==> config.mk <==
export PLATFORM = sky130hd
export DESIGN_NAME = fetch_unit
export DESIGN_NICKNAME = d
export VERILOG_FILES = /design/src/rtl/fetch_unit.sv
export SDC_FILE = /design/constraint.sdc
export NUM_CORES = 1
export LEC_CHECK = 0
export ABC_AREA = 1
export CAP_MARGIN = 20
export CORE_ASPECT_RATIO = 1.25
export CORE_UTILIZATION = 40
export CTS_CLUSTER_DIAMETER = 60
export DETAILED_ROUTE_END_ITERATION = 10
export GPL_ROUTABILITY_DRIVEN = 0
export GPL_TIMING_DRIVEN = 0
export SYNTH_ARGS = -nofsm -noshare
export SYNTH_HDL_FRONTEND = slang
export SYNTH_SLANG_ARGS = --single-unit
==> constraint.sdc <==
create_clock -name clk_i -period 3.55 [get_ports clk_i]
set_input_delay 1.065 -clock clk_i [delete_from_list [all_inputs] [get_ports clk_i]]
set_output_delay 1.065 -clock clk_i [all_outputs]
set_load 0.01 [all_outputs]
==> src/rtl/fetch_unit.sv <==
// Instruction fetch stage with IF/ID pipeline register for the RV32 five-stage core.
// Issues req/ack fetches, honours decode stall/flush, and inserts NOP bubbles.
module fetch_unit #(
  parameter logic [31:0] RESET_PC  = 32'h0000_0000,
  parameter logic [31:0] NOP_INSTR = 32'h0000_0013
) (
  input  logic        clk_i,
  input  logic        rst_i,
  input  logic        start_i,
  input  logic        stall_i,
  input  logic        flush_i,
  input  logic [31:0] branch_target_i,
  output logic        imem_req_o,
  output logic [31:0] imem_addr_o,
  input  logic        imem_ack_i,
  input  logic [31:0] imem_data_i,
  output logic [31:0] pc_o,
  output logic [31:0] instr_o,
  output logic        valid_o
);

  typedef enum logic [1:0] {S_IDLE, S_FETCH, S_HOLD, S_DRAIN} state_t;

  localparam logic [31:0] RESET_PC_AL = {RESET_PC[31:2], 2'b00};

  state_t      state_reg, state_next;
  logic [31:0] pc_reg, pc_next;
  logic [31:0] req_addr_reg, req_addr_next;
  logic [31:0] buf_data_reg, buf_data_next;
  logic [31:0] buf_addr_reg, buf_addr_next;
  logic [31:0] if_pc_reg, if_pc_next;
  logic [31:0] if_instr_reg, if_instr_next;
  logic        if_valid_reg, if_valid_next;

  logic [31:0] target;
  logic [31:0] req_inc;
  logic [31:0] drain_pc;
  logic        load_en;
  logic [31:0] load_pc;
  logic [31:0] load_instr;

  assign target  = branch_target_i & 32'hFFFF_FFFC;
  assign req_inc = req_addr_reg + 32'd4;

  always_comb begin
    state_next    = state_reg;
    pc_next       = pc_reg;
    req_addr_next = req_addr_reg;
    buf_data_next = buf_data_reg;
    buf_addr_next = buf_addr_reg;
    imem_req_o    = 1'b0;
    imem_addr_o   = 32'h0;
    load_en       = 1'b0;
    load_pc       = buf_addr_reg;
    load_instr    = buf_data_reg;
    drain_pc      = flush_i ? target : pc_reg;

    case (state_reg)
      S_IDLE: begin
        if (start_i) begin
          state_next    = S_FETCH;
          req_addr_next = pc_reg;
        end
      end
      S_FETCH: begin
        imem_req_o  = 1'b1;
        imem_addr_o = req_addr_reg;
        if (imem_ack_i) begin
          if (flush_i) begin
            pc_next       = target;
            req_addr_next = target;
          end else if (stall_i) begin
            buf_data_next = imem_data_i;
            buf_addr_next = req_addr_reg;
            pc_next       = req_inc;
            state_next    = S_HOLD;
          end else begin
            load_en       = 1'b1;
            load_pc       = req_addr_reg;
            load_instr    = imem_data_i;
            pc_next       = req_inc;
            req_addr_next = req_inc;
          end
        end else if (flush_i) begin
          // The request already on the bus must complete before redirecting.
          pc_next    = target;
          state_next = S_DRAIN;
        end
      end
      S_HOLD: begin
        if (flush_i) begin
          pc_next       = target;
          req_addr_next = target;
          buf_data_next = 32'h0;
          buf_addr_next = 32'h0;
          state_next    = S_FETCH;
        end else if (!stall_i) begin
          load_en       = 1'b1;
          req_addr_next = pc_reg;
          state_next    = S_FETCH;
        end
      end
      S_DRAIN: begin
        imem_req_o  = 1'b1;
        imem_addr_o = req_addr_reg;
        pc_next     = drain_pc;
        if (imem_ack_i) begin
          req_addr_next = drain_pc;
          state_next    = S_FETCH;
        end
      end
      default: state_next = S_IDLE;
    endcase
  end

  always_comb begin
    if_pc_next    = if_pc_reg;
    if_instr_next = if_instr_reg;
    if_valid_next = if_valid_reg;
    if (flush_i) begin
      if_instr_next = NOP_INSTR;
      if_valid_next = 1'b0;
    end else if (!stall_i) begin
      if (load_en) begin
        if_pc_next    = load_pc;
        if_instr_next = load_instr;
        if_valid_next = 1'b1;
      end else begin
        if_instr_next = NOP_INSTR;
        if_valid_next = 1'b0;
      end
    end
  end

  always_ff @(posedge clk_i) begin
    if (!rst_i) begin
      state_reg    <= S_IDLE;
      pc_reg       <= RESET_PC_AL;
      req_addr_reg <= RESET_PC_AL;
      buf_data_reg <= 32'h0;
      buf_addr_reg <= 32'h0;
      if_pc_reg    <= 32'h0;
      if_instr_reg <= NOP_INSTR;
      if_valid_reg <= 1'b0;
    end else begin
      state_reg    <= state_next;
      pc_reg       <= pc_next;
      req_addr_reg <= req_addr_next;
      buf_data_reg <= buf_data_next;
      buf_addr_reg <= buf_addr_next;
      if_pc_reg    <= if_pc_next;
      if_instr_reg <= if_instr_next;
      if_valid_reg <= if_valid_next;
    end
  end

  assign pc_o    = if_pc_reg;
  assign instr_o = if_instr_reg;
  assign valid_o = if_valid_reg;

endmodule

; ---- Yosys cells after proc, flatten, opt, wreduce, memory -nomap -nowiden
; Cells that the tools add are included.
[totals]
input_bits = 70
elab_cells = 78
latchBits = 0
romBits = 0
ram_bits = 0
mem_count = 0
regBits = 195
[classes]
muxes = 42
n_bitwise = 3
n_shift = 0
n_addsub = 1
eq_ne = 14
div_mod_pow = 0
order_cmp = 0
mul = 0
n_reduce_logical = 10
[ops]
columns = op, count
row1 = $mux W32, 23
row2 = $pmux W32 S2, 3
row3 = $pmux W32 S4, 1
row4 = $add A32 B3 Y32 const B, 1
row5 = $mux W2, 8
row6 = $ne A3 B3 Y1 const B, 5
row7 = $ne A2 B2 Y1 const B, 6
row8 = $reduce_and A5 Y1, 2
row9 = $pmux W2 S4, 1
row10 = $reduce_and A6 Y1, 1
row11 = $reduce_or A2 Y1, 3
row12 = $mux W1, 5
row13 = $eq A2 B2 Y1 const B, 2
row14 = $reduce_bool A2 Y1, 2
row15 = $not A1 Y1, 3
row16 = $reduce_and A3 Y1, 1
row17 = $eq A2 B1 Y1 const B, 1
row18 = $logic_not A2 Y1, 1
row19 = $pmux W1 S2, 1

; ---- Longest topological paths before layout
; Gate-level depths: netlist of the first run.
[depth]
depth_word = 5
depth_mapped = 13

; ---- Worst setup path before layout of the first run
; No wires, ideal clock.
[synth_timing]
path_type = reg-to-output
start = reg state_reg[1]
end = out imem_req_o
setup_slack_ps = 1273
n_path_buf = 2
path_stages_with_launch = 7
arrival_time_ps = 1212
required_ps = 2485
path_cell_list = dfxtp_1 > inv_1 > ha_1 > buf_4 > inv_2 > clkbuf_1 > nand2_1
[synth_between]
elab_chain_len = 3
[synth_lines]
columns = element, line
row1 = start: declaration, 26  ; state_t state_reg, state_next;
row2 = start signal: assignment, 146  ; state_reg <= state_next;
row3 = $eq A2 B2 Y1 or $eq A2 B1 Y1 (tied branches), 58  ; case (state_reg)
row4 = $reduce_or A2 Y1 (no line) (*), n/a
row5 = $mux W1 (*), 58
row6 = end: declaration, 13  ; output logic imem_req_o,
; Mark *: on every way between the ends. The rest lies on a longest branch, timed or not.

; ---- Worst setup path after layout of the first run
[layout_timing]
start = reg state_reg[0]
end = out imem_addr_o[20]
[layout_between]
elab_chain_len = 3
[layout_lines]
columns = element, line
row1 = $eq A2 B2 Y1 or $eq A2 B1 Y1 (tied branches), 58
row2 = $reduce_or A2 Y1 (no line) (*), n/a
row3 = $mux W32 (*), 58
row4 = end: declaration, 14  ; output logic [31:0] imem_addr_o,
; Marked as above.

==> results of run 1 <==
-- layout make-up --
cell class,count,area (µm²)
multi-input combinational,1184,5420
clock inverter,11,126
tap,335,419
buffer,124,554
inverter,90,338
timing repair buffer,165,1650
clock buffer,21,460
sequential,195,3900
fill,2637,12300
-- power breakdown --
group | internal (mW) | switching, mW
clock | 1.08 | 0.919
combinational | 0.864 | 1.66
sequential | 2.53 | 0.309
-- tightest hold or removal path, delay by kind of cell, from the launching register on --
| family | cells | cell delay, ps |
|---|---|---|
| AOI/OAI and AO/OA | 1 | 50 |
| and+or+nand+nor | 1 | 60 |
| DFF | 1 | 310 |
-- worst min-delay path by stage --
stage | end | start | slack (ps) | depth (start not counted)
6_report | instr_o[14]$_SDFFE_PP0N_ | instr_o[14]$_SDFFE_PP0N_ | 460 | 2
3_5_place_dp | instr_o[14]$_SDFFE_PP0N_ | instr_o[14]$_SDFFE_PP0N_ | 450 | 2
5_1_grt | instr_o[25]$_SDFFE_PP0N_ | instr_o[25]$_SDFFE_PP0N_ | 480 | 2
2_1_floorplan | pc_reg[17]$_SDFFE_PN0N_ | pc_reg[17]$_SDFFE_PN0N_ | 450 | 2
3_3_place_gp | instr_o[25]$_SDFFE_PP0N_ | instr_o[25]$_SDFFE_PP0N_ | 450 | 2
4_1_cts | instr_o[14]$_SDFFE_PP0N_ | instr_o[14]$_SDFFE_PP0N_ | 470 | 2
-- placed cells by master, fill, tap and decap left out, drive strengths merged, types with 47 or more instances in the layout --
master,Yosys,final
a21oi,214,214
a31oi,57,57
buf,47,47
clkbuf,78,98
clkdlybuf4s50,0,165
dfxtp,195,195
inv,89,92
nand2,534,534
nand3,57,57
nor2,121,121
o21ai,171,171
-- cell families after synthesis --
group	count (synthesis)	share of synthesized area
flip-flops	195	0.382
buffers and inverters	215	0.0876
adder cells (fa/ha/maj)	6	0.00735
AO/OA/AOI/OAI	457	0.237
AND/OR/NAND/NOR	721	0.286
-- metal layers --
| metal | up-vias | wire, µm | track usage | part of all wire |
|---|---|---|---|---|
| met4 | 0 | 1050 | 0.114 | 0.029 |
| met1 | 5092 | 15200 | 0.337 | 0.43 |
| li1 | 5593 | - | - | - |
| met5 | - | 0 | 0 | 0 |
| met3 | 65 | 2150 | 0.0405 | 0.060 |
| met2 | 432 | 17200 | 0.465 | 0.48 |
==> impl_results.md, run 1 <==
- Max-slew violation count: 0
- Drt total wl: between 30 and 40 mm
- Hold/Removal Path Class: reg2reg
- RSZ-0062 raised after global routing: no
- Tightest hold margin: 464 ps
- Nature of the critical path endpoint: primary output
- Synth top area share: 0.382
- Die X: 145 µm
- Leak Pwr: 5.26 nW
- Levels on crit path: 5
- Root Driver: clkbuf_16
- Maximum clock frequency: slightly below 0.3 GHz
- Post-CTS sizing: 1
- Place WS: 133 ps
- Rows: between 60 and 70
- WP data arrival: 2370 ps
- First-pass GRT wire length: 56.2 mm
- Reg2reg end: pc_reg[25]$_SDFFE_PN0N_
- Number of synthesized flops with an enable pin: 0
- Vias in the first global route: 10427
- Critical path cell sequence: clkbuf_1 -> clkbuf_2 -> nand2_1 -> inv_1 -> clkdlybuf4s50_1
- Number of synthesized register bits: 195
- Max-slew headroom: 0.418
- Crit-path leading delay family: buffers and inverters
- I/O pins: roughly 170
- Core Area: between 0.02 and 0.03 mm²
- Fin cells: 2125
- Antenna Cells: 0
- Max Cap Violations: 0
- Fin nets: about 1900
- CTS max path bufs: 2
- Fin util: 0.512
- Placed Area: 0.0123 mm²
- Worst IR Drop VDD: ~0.00038 V
- Clock latency on the worst-skew pair: 460 ps
- Die area: 0.0262 mm²
- Clk pin slew, worst setup/hold paths: 70 ps
- Syn nets: 1670
- Total CTS buffers: 17
- TritonCTS clock tree: yes
- CP max stage cell: clkdlybuf4s50_1
- Critical path fanouts, max: 10
- Final setup violation count: 0
- Via density: 5.26
- Required @ worst endpoint: between 2000 and 2500 ps
- Async SR Flop Fraction: 0
- 1st-pass router iterations: 5
- Grt ovf: 0
- Cells after synthesis: 1594
- Initial antenna violation count: 0
- Crit Reg-Reg Startpoint: state_reg[0]$_SDFFE_PN0P_
- Post-synth top cells: 526 x nand2_1, 207 x a21oi_1, 195 x dfxtp_1
- # hold bufs at CTS: 0
- Antenna Nets Post-Route: 0
- Initial Util: 0.407
- Yosys Warn Count: 0
- Vert. Die Dim: 181 µm
- Vias: 11182
- Setup crit end: imem_addr_o[20]
- R2R cell count: 11
- Final instance area: roughly 0.013 mm²
- Critical path startpoint: state_reg[0]$_SDFFE_PN0P_
- Post-synthesis sequential area ratio: 0.382
- Min Tclk post-route: between 3000 and 4000 ps
- Final hold violations: 0
- P per Cell Area: 572 mW/mm²
- Status: finished clean
- Detailed placer's ending HPWL: 26.0 mm
- Area growth syn-to-layout: 26.0%
- DR DRC count: 0
- R2R setup slack: 600 ps
- Yosys cell types: 31
- Mapped Avg Cell Area: 6.41 µm²
- Critical path class: reg2out
- Worst path bufs/invs: 4
- Inst Count DP: between 2000 and 2500
- Postcts setup bufs: 0
- CP peak stage delay: 520 ps
- Least-Margin Pin Slew: 873 ps
- Yosys top cell by area: dfxtp_1
- Top FF cell, synth: dfxtp_1
- Setup TNS: 0 ps
- Layout cells sized above 1: 0.0665
- Largest net degree at the start of global routing: 17
- Count leader, synth: nand2_1
- Clock Sinks: 195
- Final Total Pwr: 7.36 mW
- Final period util: 0.966
- PortBufs: around 170
- Crit path launch type: flip-flop
- Initial DRC Count: around 790
- Synthesized cell area: 0.0102 mm²
- Total GRT Usage: 0.271
- Clock skew: about 15 ps
- H-tree Lvls: 4
- Area contributors post-synth: dfxtp_1 38%, nand2_1 19%, a21oi_1 10%
- Setup WS post-layout: 120 ps
- Drt wl/cell: approximately 17 µm
No activity file was read; power rests on OpenSTA's default activity.
==> run 2, diff against run 1 <==
- CAP_MARGIN: 20 -> unset
==> results of run 2 <==
Final layout, timing and power as in run 1 (identical DEF).
